<file path="config.mk">
export PLATFORM = sky130hd
export DESIGN_NAME = peripheral_uart_fifo
export DESIGN_NICKNAME = d
export VERILOG_FILES = /design/src/rtl/peripheral_uart_fifo.sv
export SDC_FILE = /design/constraint.sdc
export NUM_CORES = 1
export LEC_CHECK = 0
export CAP_MARGIN = 25
export CORE_MARGIN = 4
export CORE_UTILIZATION = 33
export DETAILED_ROUTE_END_ITERATION = 12
export SYNTH_ARGS = -nofsm -noshare
export SYNTH_HDL_FRONTEND = slang
export SYNTH_SLANG_ARGS = --single-unit
</file>
<file path="constraint.sdc">
create_clock -name clk -period 10.85 [get_ports clk]
set_clock_uncertainty 0.1 [all_clocks]
set_input_delay 2.17 -clock clk [delete_from_list [all_inputs] [get_ports clk]]
set_output_delay 2.17 -clock clk [all_outputs]
set_load 0.02 [all_outputs]
</file>
<file path="src/rtl/peripheral_uart_fifo.sv">
//==============================================================================
// Module      : peripheral_uart_fifo
// Description : Bus-mapped full-duplex UART with TX/RX FIFOs, programmable
//               baud divisor, sticky overrun/framing flags and an interrupt.
//               Register map: 0 = data, 1 = status/flag clear, 2 = divisor.
// Revision    : 1.0 - initial release
//==============================================================================
`default_nettype none

module peripheral_uart_fifo #(
   parameter int DATA_W      = 8,     // 5..8 data bits, LSB first
   parameter int DIV_W       = 16,    // at most 16 (bus width)
   parameter int DIV_DEFAULT = 434,
   parameter int TX_AW       = 4,
   parameter int RX_AW       = 4
) (
   input  logic        clk,
   input  logic        rst,
   input  logic [15:0] d_in,
   input  logic        cs,
   input  logic [1:0]  addr,
   input  logic        rd,
   input  logic        wr,
   output logic [15:0] d_out,
   input  logic        uart_rx,
   output logic        uart_tx,
   output logic        irq
);

   typedef enum logic [1:0] {
      S_IDLE  = 2'd0,
      S_START = 2'd1,
      S_DATA  = 2'd2,
      S_STOP  = 2'd3
   } state_t;

   localparam logic [DIV_W-1:0] c_DIV_MIN  = DIV_W'(4);
   localparam logic [DIV_W-1:0] c_DIV_RST  = DIV_W'(DIV_DEFAULT);
   localparam logic [DIV_W-1:0] c_DIV_ONE  = DIV_W'(1);
   localparam logic [2:0]       c_LAST_BIT = 3'(DATA_W - 1);
   localparam logic [TX_AW:0]   c_TX_P1    = (TX_AW+1)'(1);
   localparam logic [RX_AW:0]   c_RX_P1    = (RX_AW+1)'(1);

   // ---------------------------------------------------------------- bus
   logic r_rd_q, r_wr_q;
   logic w_rd_req, w_wr_req, w_rd_fire, w_wr_fire;

   assign w_rd_req  = cs & rd;
   assign w_wr_req  = cs & wr;
   assign w_wr_fire = w_wr_req & ~r_wr_q;
   assign w_rd_fire = w_rd_req & ~r_rd_q & ~w_wr_req;   // write wins

   // Previous strobe levels so a held strobe acts only on its first cycle
   always_ff @(posedge clk or negedge rst) begin
      if (!rst) begin
         r_rd_q <= 1'b0;
         r_wr_q <= 1'b0;
      end else begin
         r_rd_q <= w_rd_req;
         r_wr_q <= w_wr_req;
      end
   end

   // ---------------------------------------------------------------- divisor / flags
   logic [DIV_W-1:0] r_div, w_div_wr;
   logic             r_ovr, r_ferr, w_ovr_set, w_ferr_set, w_ovr_clr, w_ferr_clr;

   assign w_div_wr   = d_in[DIV_W-1:0];
   assign w_ovr_clr  = w_wr_fire && (addr == 2'd1) && d_in[3];
   assign w_ferr_clr = w_wr_fire && (addr == 2'd1) && d_in[4];

   // Divisor register (clamped to a usable minimum) and sticky error flags
   always_ff @(posedge clk or negedge rst) begin
      if (!rst) begin
         r_div  <= c_DIV_RST;
         r_ovr  <= 1'b0;
         r_ferr <= 1'b0;
      end else begin
         if (w_wr_fire && (addr == 2'd2))
            r_div <= (w_div_wr < c_DIV_MIN) ? c_DIV_MIN : w_div_wr;
         if (w_ovr_set)       r_ovr <= 1'b1;
         else if (w_ovr_clr)  r_ovr <= 1'b0;
         if (w_ferr_set)      r_ferr <= 1'b1;
         else if (w_ferr_clr) r_ferr <= 1'b0;
      end
   end

   // ---------------------------------------------------------------- TX FIFO
   logic [DATA_W-1:0] r_tx_mem [2**TX_AW];
   logic [TX_AW:0]    r_tx_wp, r_tx_rp;
   logic              w_tx_empty, w_tx_full, w_tx_push, w_tx_pop;

   assign w_tx_empty = (r_tx_wp == r_tx_rp);
   assign w_tx_full  = (r_tx_wp[TX_AW] != r_tx_rp[TX_AW]) &&
                       (r_tx_wp[TX_AW-1:0] == r_tx_rp[TX_AW-1:0]);
   assign w_tx_push  = w_wr_fire && (addr == 2'd0) && !w_tx_full;

   // TX storage array, written on accepted bus pushes
   always_ff @(posedge clk) begin
      if (w_tx_push) r_tx_mem[r_tx_wp[TX_AW-1:0]] <= d_in[DATA_W-1:0];
   end

   // TX FIFO pointers
   always_ff @(posedge clk or negedge rst) begin
      if (!rst) begin
         r_tx_wp <= '0;
         r_tx_rp <= '0;
      end else begin
         if (w_tx_push) r_tx_wp <= r_tx_wp + c_TX_P1;
         if (w_tx_pop)  r_tx_rp <= r_tx_rp + c_TX_P1;
      end
   end

   // ---------------------------------------------------------------- TX FSM
   state_t            r_tx_state, w_tx_state_nx;
   logic [DIV_W-1:0]  r_tx_cnt, w_tx_cnt_nx, r_tx_div, w_tx_div_nx;
   logic [2:0]        r_tx_bit, w_tx_bit_nx;
   logic [DATA_W-1:0] r_tx_sh, w_tx_sh_nx;
   logic              r_tx_line, w_tx_line_nx, w_tx_start, w_tx_end;

   assign w_tx_end = (r_tx_cnt == r_tx_div - c_DIV_ONE);
   assign w_tx_pop = w_tx_start;
   assign uart_tx  = r_tx_line;

   // TX state register; the line is registered so it never glitches
   always_ff @(posedge clk or negedge rst) begin
      if (!rst) begin
         r_tx_state <= S_IDLE;
         r_tx_cnt   <= '0;
         r_tx_div   <= c_DIV_RST;
         r_tx_bit   <= '0;
         r_tx_sh    <= '0;
         r_tx_line  <= 1'b1;
      end else begin
         r_tx_state <= w_tx_state_nx;
         r_tx_cnt   <= w_tx_cnt_nx;
         r_tx_div   <= w_tx_div_nx;
         r_tx_bit   <= w_tx_bit_nx;
         r_tx_sh    <= w_tx_sh_nx;
         r_tx_line  <= w_tx_line_nx;
      end
   end

   // TX next state; a queued byte starts straight out of STOP with no idle gap
   always_comb begin
      w_tx_state_nx = r_tx_state;
      w_tx_cnt_nx   = r_tx_cnt + c_DIV_ONE;
      w_tx_div_nx   = r_tx_div;
      w_tx_bit_nx   = r_tx_bit;
      w_tx_sh_nx    = r_tx_sh;
      w_tx_start    = 1'b0;
      case (r_tx_state)
         S_IDLE: begin
            w_tx_cnt_nx = '0;
            w_tx_start  = !w_tx_empty;
         end
         S_START: if (w_tx_end) begin
            w_tx_cnt_nx   = '0;
            w_tx_bit_nx   = '0;
            w_tx_state_nx = S_DATA;
         end
         S_DATA: if (w_tx_end) begin
            w_tx_cnt_nx = '0;
            w_tx_sh_nx  = r_tx_sh >> 1;
            if (r_tx_bit == c_LAST_BIT) w_tx_state_nx = S_STOP;
            else                        w_tx_bit_nx   = r_tx_bit + 3'd1;
         end
         default: if (w_tx_end) begin
            w_tx_cnt_nx   = '0;
            w_tx_state_nx = S_IDLE;
            w_tx_start    = !w_tx_empty;
         end
      endcase
      if (w_tx_start) begin
         w_tx_state_nx = S_START;
         w_tx_cnt_nx   = '0;
         w_tx_div_nx   = r_div;
         w_tx_sh_nx    = r_tx_mem[r_tx_rp[TX_AW-1:0]];
      end
      case (w_tx_state_nx)
         S_START: w_tx_line_nx = 1'b0;
         S_DATA:  w_tx_line_nx = w_tx_sh_nx[0];
         default: w_tx_line_nx = 1'b1;
      endcase
   end

   // ---------------------------------------------------------------- RX sync
   logic r_rx_s1, r_rx_s2, r_rx_prev;

   // Two-flop synchroniser plus one delayed copy for falling-edge detection
   always_ff @(posedge clk or negedge rst) begin
      if (!rst) begin
         r_rx_s1   <= 1'b1;
         r_rx_s2   <= 1'b1;
         r_rx_prev <= 1'b1;
      end else begin
         r_rx_s1   <= uart_rx;
         r_rx_s2   <= r_rx_s1;
         r_rx_prev <= r_rx_s2;
      end
   end

   // ---------------------------------------------------------------- RX FSM
   state_t            r_rx_state, w_rx_state_nx;
   logic [DIV_W-1:0]  r_rx_cnt, w_rx_cnt_nx, r_rx_div, w_rx_div_nx;
   logic [2:0]        r_rx_bit, w_rx_bit_nx;
   logic [DATA_W-1:0] r_rx_sh, w_rx_sh_nx;
   logic              w_rx_store, w_rx_end;

   assign w_rx_end = (r_rx_cnt == r_rx_div - c_DIV_ONE);

   // RX state register
   always_ff @(posedge clk or negedge rst) begin
      if (!rst) begin
         r_rx_state <= S_IDLE;
         r_rx_cnt   <= '0;
         r_rx_div   <= c_DIV_RST;
         r_rx_bit   <= '0;
         r_rx_sh    <= '0;
      end else begin
         r_rx_state <= w_rx_state_nx;
         r_rx_cnt   <= w_rx_cnt_nx;
         r_rx_div   <= w_rx_div_nx;
         r_rx_bit   <= w_rx_bit_nx;
         r_rx_sh    <= w_rx_sh_nx;
      end
   end

   // RX next state: half-bit start qualification, then one sample per bit
   always_comb begin
      w_rx_state_nx = r_rx_state;
      w_rx_cnt_nx   = r_rx_cnt + c_DIV_ONE;
      w_rx_div_nx   = r_rx_div;
      w_rx_bit_nx   = r_rx_bit;
      w_rx_sh_nx    = r_rx_sh;
      w_rx_store    = 1'b0;
      w_ferr_set    = 1'b0;
      case (r_rx_state)
         S_IDLE: begin
            w_rx_cnt_nx = '0;
            if (r_rx_prev && !r_rx_s2) begin
               w_rx_state_nx = S_START;
               w_rx_div_nx   = r_div;
            end
         end
         S_START: if (r_rx_cnt == (r_rx_div >> 1) - c_DIV_ONE) begin
            w_rx_cnt_nx   = '0;
            w_rx_bit_nx   = '0;
            w_rx_state_nx = r_rx_s2 ? S_IDLE : S_DATA;
         end
         S_DATA: if (w_rx_end) begin
            w_rx_cnt_nx = '0;
            w_rx_sh_nx  = {r_rx_s2, r_rx_sh[DATA_W-1:1]};
            if (r_rx_bit == c_LAST_BIT) w_rx_state_nx = S_STOP;
            else                        w_rx_bit_nx   = r_rx_bit + 3'd1;
         end
         default: if (w_rx_end) begin
            w_rx_cnt_nx   = '0;
            w_rx_state_nx = S_IDLE;
            w_rx_store    = r_rx_s2;
            w_ferr_set    = !r_rx_s2;
         end
      endcase
   end

   // ---------------------------------------------------------------- RX FIFO
   logic [DATA_W-1:0] r_rx_mem [2**RX_AW];
   logic [RX_AW:0]    r_rx_wp, r_rx_rp;
   logic              w_rx_empty, w_rx_full, w_rx_push, w_rx_pop;

   assign w_rx_empty = (r_rx_wp == r_rx_rp);
   assign w_rx_full  = (r_rx_wp[RX_AW] != r_rx_rp[RX_AW]) &&
                       (r_rx_wp[RX_AW-1:0] == r_rx_rp[RX_AW-1:0]);
   assign w_rx_push  = w_rx_store && !w_rx_full;
   assign w_ovr_set  = w_rx_store && w_rx_full;
   assign w_rx_pop   = w_rd_fire && (addr == 2'd0) && !w_rx_empty;

   // RX storage array, written when a good frame completes
   always_ff @(posedge clk) begin
      if (w_rx_push) r_rx_mem[r_rx_wp[RX_AW-1:0]] <= r_rx_sh;
   end

   // RX FIFO pointers
   always_ff @(posedge clk or negedge rst) begin
      if (!rst) begin
         r_rx_wp <= '0;
         r_rx_rp <= '0;
      end else begin
         if (w_rx_push) r_rx_wp <= r_rx_wp + c_RX_P1;
         if (w_rx_pop)  r_rx_rp <= r_rx_rp + c_RX_P1;
      end
   end

   // ---------------------------------------------------------------- read path
   logic [15:0] w_rd_data;

   // Read data mux for the addressed register
   always_comb begin
      w_rd_data = '0;
      case (addr)
         2'd0: if (!w_rx_empty) begin
            w_rd_data[DATA_W-1:0] = r_rx_mem[r_rx_rp[RX_AW-1:0]];
            w_rd_data[15]         = 1'b1;
         end
         2'd1:    w_rd_data[4:0] = {r_ferr, r_ovr, w_tx_full, w_tx_empty, w_rx_empty};
         2'd2:    w_rd_data = 16'(r_div);
         default: w_rd_data = '0;
      endcase
   end

   // d_out captures on a firing read and holds until the next one
   always_ff @(posedge clk or negedge rst) begin
      if (!rst)           d_out <= '0;
      else if (w_rd_fire) d_out <= w_rd_data;
   end

   assign irq = ~w_rx_empty | r_ovr | r_ferr;

endmodule

`default_nettype wire

</file>
==> flow_metrics.py, run 1 <==
metrics = {
    "final_layout": {
        "multi_input_area_um2": 6350,
        "finalNonFillerCells": 2002,
        "seq_area_um2": 11500,
        "fill_cells": 5010,
        "n_antenna_cell": 0,
        "final_common_cell": "edfxtp_1",
        "area_growth_pct": 14.2,
        "post-route-util": 0.383,
        "layout_common_cells": "256 x edfxtp_1, 129 x dfrtp_1, 85 x nor2_1, 80 x mux4_2, 77 x nand2_1",
        "finalNetCount": 1318,
        "layout-drive-gt1-share": 0.197,
    },
    "yosys": {
        "syn_inst": 1233,
        "synth_top_area_share": 0.423,
        "synth_flop_cell": "edfxtp_1",
        "ys_types": 70,
        "ys_ff_latch": 406,
        "synthesis.nets": 1277,
        "ys_seq_area_frac": 0.631,
        "synth_area_um2": 18200,
        "synth.area.top_cells": "edfxtp_1 42%, dfrtp_1 18%, mux4_2 9.9%",
        "synth_area_leader_cell": "edfxtp_1",
        "synth-edff-count": 256,
        "avgSynthCellArea_um2": 14.7,
        "yosysWarnings": 0,
        "postSynth.asyncResetShare": 0.369,
    },
    "clocking": {
        "htree_num_levels": 2,
        "clk_latency_ns": 0.57,
        "cts_resized": 0,
        "cts_tree": "yes",
        "cts_setup_buffers": 0,
        "cts_made_buffers": 42,
        "clk_pin_slew_ns": 0.06,
        "hold_buffers": 0,
        "cts-root-buf": "clkbuf_16",
        "clock-sinks": 406,
        "cts_buffer_depth": 3,
    },
    "die": {
        "rows": 85,
        "die_area_um2": 58900,
        "fp.coreArea_um2": 54100,
        "die_h_um": 243,
        "pin_count": 42,
        "start_util": 0.336,
        "dieWidth_um": 243,
    },
    "drt": {
        "drt_wl_total_mm": 39.0,
        "num_vias": 10100,
        "routedWlPerCell_um": 19.5,
        "viasPerCell": 5.06,
        "drtAntennaViolNets": 0,
        "drt_iter0_markers": 727,
        "first_pass_iters": 5,
        "drc": 0,
    },
    "timing": {
        "finalCritPeriodShare": 0.479,
        "fmax_mhz": 193,
        "finalMaxSlewViolations": 0,
        "hold_viol": 0,
        "setup-tns-final_ns": 0,
        "min_period_ns": 5.19,
        "tightest_slew_ns": 1.09,
        "finalSetupViolations": 0,
        "relSlewSlack": 0.270,
        "rsz0062_at_grt": "no",
        "fin_ws_ns": 5.66,
    },
    "job": {
        "cap_viol_max_count": 0,
    },
    "pwr": {
        "p_comb_frac": 0.242,
        "p_switching_mw": 1.40,
        "clkPwrFrac": 0.311,
        "p_leak_nw": 7.31,
        "irDropWorstVdd_mv": 0.130,
        "swShare": 0.305,
        "power.density_nw_per_um2": 221,
        "seqPwrFrac": 0.446,
        "intPower_mw": 3.19,
    },
    "placement": {
        "gp_congestion": 0.828,
        "placedCellCount": 1922,
        "portBuffers": 41,
        "place_hpwl_mm": 26.4,
        "pre_cts_slack_ns": 5.76,
    },
    "critical_path": {
        "path_class": "reg -> out",
        "crit_family": "simple AND/OR/NAND/NOR gates",
        "crit_path_end_kind": "primary output",
        "crit_path_top_delay_cell": "dfrtp_1",
        "path_max_fanout": 12,
        "cp-start-kind": "flip-flop",
        "cp_slowest_stage_delay_ns": 0.75,
        "crit_required_ns": 8.58,
        "rrSetupSlack_ns": 6.39,
        "crit_path_cell_trace": "xor2_1 -> nor2_1 -> nor4b_1 -> nand2_1 -> clkdlybuf4s50_1",
        "path_buf_inv": 1,
        "crit_arrival_ns": 2.92,
    },
    "grt": {
        "grt_max_degree": 85,
        "grt_pass1_vias": 10400,
        "track_usage": 0.133,
        "antenna_found_initial": 0,
        "grt_pass1_wl_mm": 61.7,
        "grt.overflow.total": 0,
    },
    "outcome": {
        "status": "complete, no violations",
    },
    "min_path": {
        "min-delay-path-class": "reg -> reg",
    },
}
==> cell usage after synthesis (10+ instances only) <==
cell type	count
a21oi_1	22
and3_1	26
buf_1	10
clkbuf_1	50
dfrtp_1	131
dfstp_2	19
edfxtp_1	256
ha_1	20
inv_1	23
mux2_2	50
mux2i_1	15
mux4_2	80
nand2_1	77
nand2b_1	11
nand3_1	27
nand4_1	17
nor2_1	85
nor2b_1	13
nor3_1	23
nor4_1	15
o21ai_0	31
or3_1	10
xnor2_1	70
xor2_1	44
==> power by group through the flow <==
stage | Clock [mW] | Sequential (mW) | Combinational [mW]
floorplan | 0 | 1.94 | 0.939
global placement | 0 | 2.08 | 1.11
detailed placement | 0 | 2.08 | 1.12
CTS | 1.47 | 2.05 | 1.13
global route | 1.53 | 2.08 | 1.23
finish | 1.43 | 2.05 | 1.11
==> through the flow <==
step	power (mW)	hold slack, ns	instance area [um^2]
floorplan	2.88	0.245	18200
detailed placement	3.20	0.250	19300
global placement	3.18	0.249	19300
CTS	4.64	0.261	20700
global route	4.85	0.267	20700
finish	4.59	0.261	20700
==> cell type report <==
cell class,count,area share
tap,696,0.0420
inverter,23,0.00416
clock inverter,19,0.0110
multi-input combinational,736,0.306
timing repair buffer,65,0.0286
clock buffer,57,0.0554
sequential,406,0.553
==> flip-flops by register name, summed over array words and instances (netlist names), 8 cells and up <==
signal	cells
r_tx_sh	8
r_rx_cnt	16
r_tx_div	16
r_tx_mem	128
r_rx_mem	128
d_out	16
r_div	16
r_tx_cnt	16
r_rx_div	16
r_rx_sh	8
==> layer usage <==
metal | vias to the layer above | track usage | part of all wire
li1 | 4716 | - | -
met1 | 5209 | 0.179 | 0.45
met2 | 160 | 0.225 | 0.50
met3 | 51 | 0.0222 | 0.034
met4 | 0 | 0.0338 | 0.021
met5 | - | 0 | 0
==> final timing paths <==
check / from / to / cells past startpoint
min reg2reg: r_rx_s1 / r_rx_s2 / 0
max reg2reg: r_rx_div[2] / r_rx_mem[15][5] / 9
max: r_rx_rp[2] / irq / 5
min in group asynchronous: rst / r_rx_div[14] / 1
max in group asynchronous: rst / r_tx_rp[0] / 2
min: r_rx_s1 / r_rx_s2 / 0
==> cells by family after synthesis <==
family | Yosys count | synth area share
xor gates and xnor gates | 114 | 0.0549
muxes | 145 | 0.138
buffers and inverters | 91 | 0.0202
and+or+nand+nor | 342 | 0.0979
adders and majority gates | 20 | 0.0138
AOI/OAI and AO/OA | 115 | 0.0439
DFF | 406 | 0.631
(Power assumes the default switching activity.)
==> inputs of run 2 (changes only) <==
==> constraint.sdc (replaced) <==
create_clock -name clk -period 5.1 [get_ports clk]
set_clock_uncertainty 0.1 [all_clocks]
set_input_delay 1.02 -clock clk [delete_from_list [all_inputs] [get_ports clk]]
set_output_delay 1.02 -clock clk [all_outputs]
set_load 0.02 [all_outputs]
==> run 2 against run 1 <==
Net effect: non-clock buffer count grew 5; hold slack worse by 0.038 ns; critical path depth unchanged; largest cell class unchanged.
==> flow_metrics.py, run 2 (synthesis gave the netlist of run 1 again) <==
metrics = {
    "outcome": {
        "status": "complete, no violations",
    },
    "final_layout": {
        "fin_area_um2": 20800,
        "layout_common_cells": "256 x edfxtp_1, 129 x dfrtp_1, 85 x nor2_1, 80 x mux4_2, 77 x nand2_1",
        "multi_input_area_um2": 6350,
        "layout-drive-gt1-share": 0.204,
        "n_antenna_cell": 0,
        "seq_area_um2": 11500,
        "fill_cells": 4989,
        "area_growth_pct": 14.6,
        "finalNetCount": 1323,
        "final_common_cell": "edfxtp_1",
    },
    "placement": {
        "portBuffers": 41,
        "pre_cts_slack_ns": 1.21,
        "placed_area_um2": 19400,
        "gp_congestion": 0.847,
        "place_hpwl_mm": 28.1,
    },
    "timing": {
        "setup-tns-final_ns": 0,
        "min_period_ns": 4.06,
        "fin_ws_ns": 1.04,
        "relSlewSlack": 0.354,
        "fmax_mhz": 246,
        "finalMaxSlewViolations": 0,
        "finalCritPeriodShare": 0.796,
        "hold_viol": 0,
        "finalSetupViolations": 0,
        "rsz0062_at_grt": "no",
        "tightest_slew_ns": 0.969,
    },
    "clocking": {
        "clock-sinks": 406,
        "cts_tree": "yes",
        "cts_setup_buffers": 0,
        "hold_buffers": 0,
        "clk_latency_ns": 0.56,
        "htree_num_levels": 2,
        "clk_pin_slew_ns": 0.06,
        "cts_resized": 0,
        "cts_buffer_depth": 3,
        "cts-root-buf": "clkbuf_16",
        "cts_made_buffers": 42,
    },
    "critical_path": {
        "crit_required_ns": 3.98,
        "crit_path_cell_trace": "xor2_1 -> nor2_1 -> nor4b_1 -> nand2_1 -> clkdlybuf4s50_1",
        "path_buf_inv": 1,
        "path_class": "reg -> out",
        "r2r_cells": 10,
        "cp_slowest_stage_delay_ns": 0.77,
        "rrSetupSlack_ns": 1.14,
        "crit_path_end_kind": "primary output",
        "crit_path_top_delay_cell": "dfrtp_1",
        "path_max_fanout": 12,
        "worstReg2RegEnd": "r_rx_mem[2][0]",
        "crit_arrival_ns": 2.94,
        "cp-start-kind": "flip-flop",
        "crit_family": "simple AND/OR/NAND/NOR gates",
        "r2r-start": "r_rx_div[2]",
    },
    "grt": {
        "grt_pass1_vias": 10600,
        "grt_pass1_wl_mm": 64.3,
        "grt_max_degree": 100,
        "grt.overflow.total": 0,
        "antenna_found_initial": 0,
        "track_usage": 0.139,
    },
    "die": {
        "rows": 85,
        "start_util": 0.336,
        "pin_count": 42,
        "die_h_um": 243,
        "fp.coreArea_um2": 54100,
        "die_area_um2": 58900,
        "dieWidth_um": 243,
    },
    "pwr": {
        "p_switching_mw": 3.05,
        "swShare": 0.310,
        "p_leak_nw": 7.36,
        "p_total_mw": 9.85,
        "p_comb_frac": 0.245,
        "irDropWorstVdd_mv": 0.251,
        "intPower_mw": 6.80,
        "power.density_nw_per_um2": 473,
        "clkPwrFrac": 0.311,
        "seqPwrFrac": 0.444,
    },
    "drt": {
        "drt_iter0_markers": 695,
        "drc": 0,
        "viasPerCell": 5.18,
        "routedWlPerCell_um": 20.6,
        "first_pass_iters": 7,
        "drt_wl_total_mm": 41.3,
        "drtAntennaViolNets": 0,
        "num_vias": 10400,
    },
    "min_path": {
        "min-delay-path-class": "in -> async",
    },
    "job": {
        "cap_viol_max_count": 0,
    },
}
==> run 2: cell types whose count changed in the layout (fill, tap and decap cells not counted), sizes merged <==
cell    before  now
clkinv      13   12
bufinv       4    3
buf         23   30
clkbuf      59   60
==> run 2: metal layers <==
metal  vias up  GRT usage  part of all wire
met5         -          0                 0
met4         0     0.0307             0.018
met3        50     0.0196             0.045
met2       227      0.238              0.50
met1      5373      0.188              0.44
li1       4748          -                 -
==> run 2: worst register-to-register path: cells and delay by family (launching register included) <==
kind,cells,cell delay [ns]
AO/OA/AOI/OAI,3,0.92
adder cells (fa/ha/maj),1,0.29
buffers and inverters,2,0.43
flip-flops,1,0.43
AND/OR/NAND/NOR,4,1.47
==> run 2: final cells by class <==
class | count | area share
well taps | 696 | 0.0418
flip-flops and latches | 406 | 0.550
inverters | 23 | 0.00414
repair buffers | 70 | 0.0320
clock buffers | 60 | 0.0571
multi-input cells | 736 | 0.305
clock inverters | 17 | 0.00967
==> run 2: power by group through the flow <==
stage	clock network, mW	registers, mW	logic [mW]
6_report	3.07	4.37	2.41
3_3_place_gp	0	4.42	2.41
4_1_cts	3.14	4.37	2.45
5_1_grt	3.28	4.44	2.65
3_5_place_dp	0	4.43	2.43
2_1_floorplan	0	4.14	2.00
==> run 2: worst max-delay path by stage <==
stage	start	to	slack, ns	cells past startpoint
after floorplan	r_rx_div[2]	r_rx_mem[3][0]	1.42	11
after global placement	r_rx_div[2]	r_rx_mem[15][7]	1.25	10
after detailed placement	r_rx_div[2]	r_rx_mem[12][7]	1.21	10
after CTS	r_rx_rp[2]	irq	1.00	5
after global routing	r_rx_rp[2]	irq	0.82	5
final	r_rx_rp[2]	irq	1.04	5
==> run 2: metrics by stage <==
| stage | hold WS [ns] | instances | util |
|---|---|---|---|
| after floorplan | 0.245 | 1233 | - |
| after global placement | 0.247 | 1929 | 0.358 |
| after detailed placement | 0.248 | 1930 | 0.359 |
| after CTS | 0.256 | 2007 | 0.384 |
| after global routing | 0.212 | 2008 | 0.385 |
| final | 0.222 | 2008 | 0.385 |
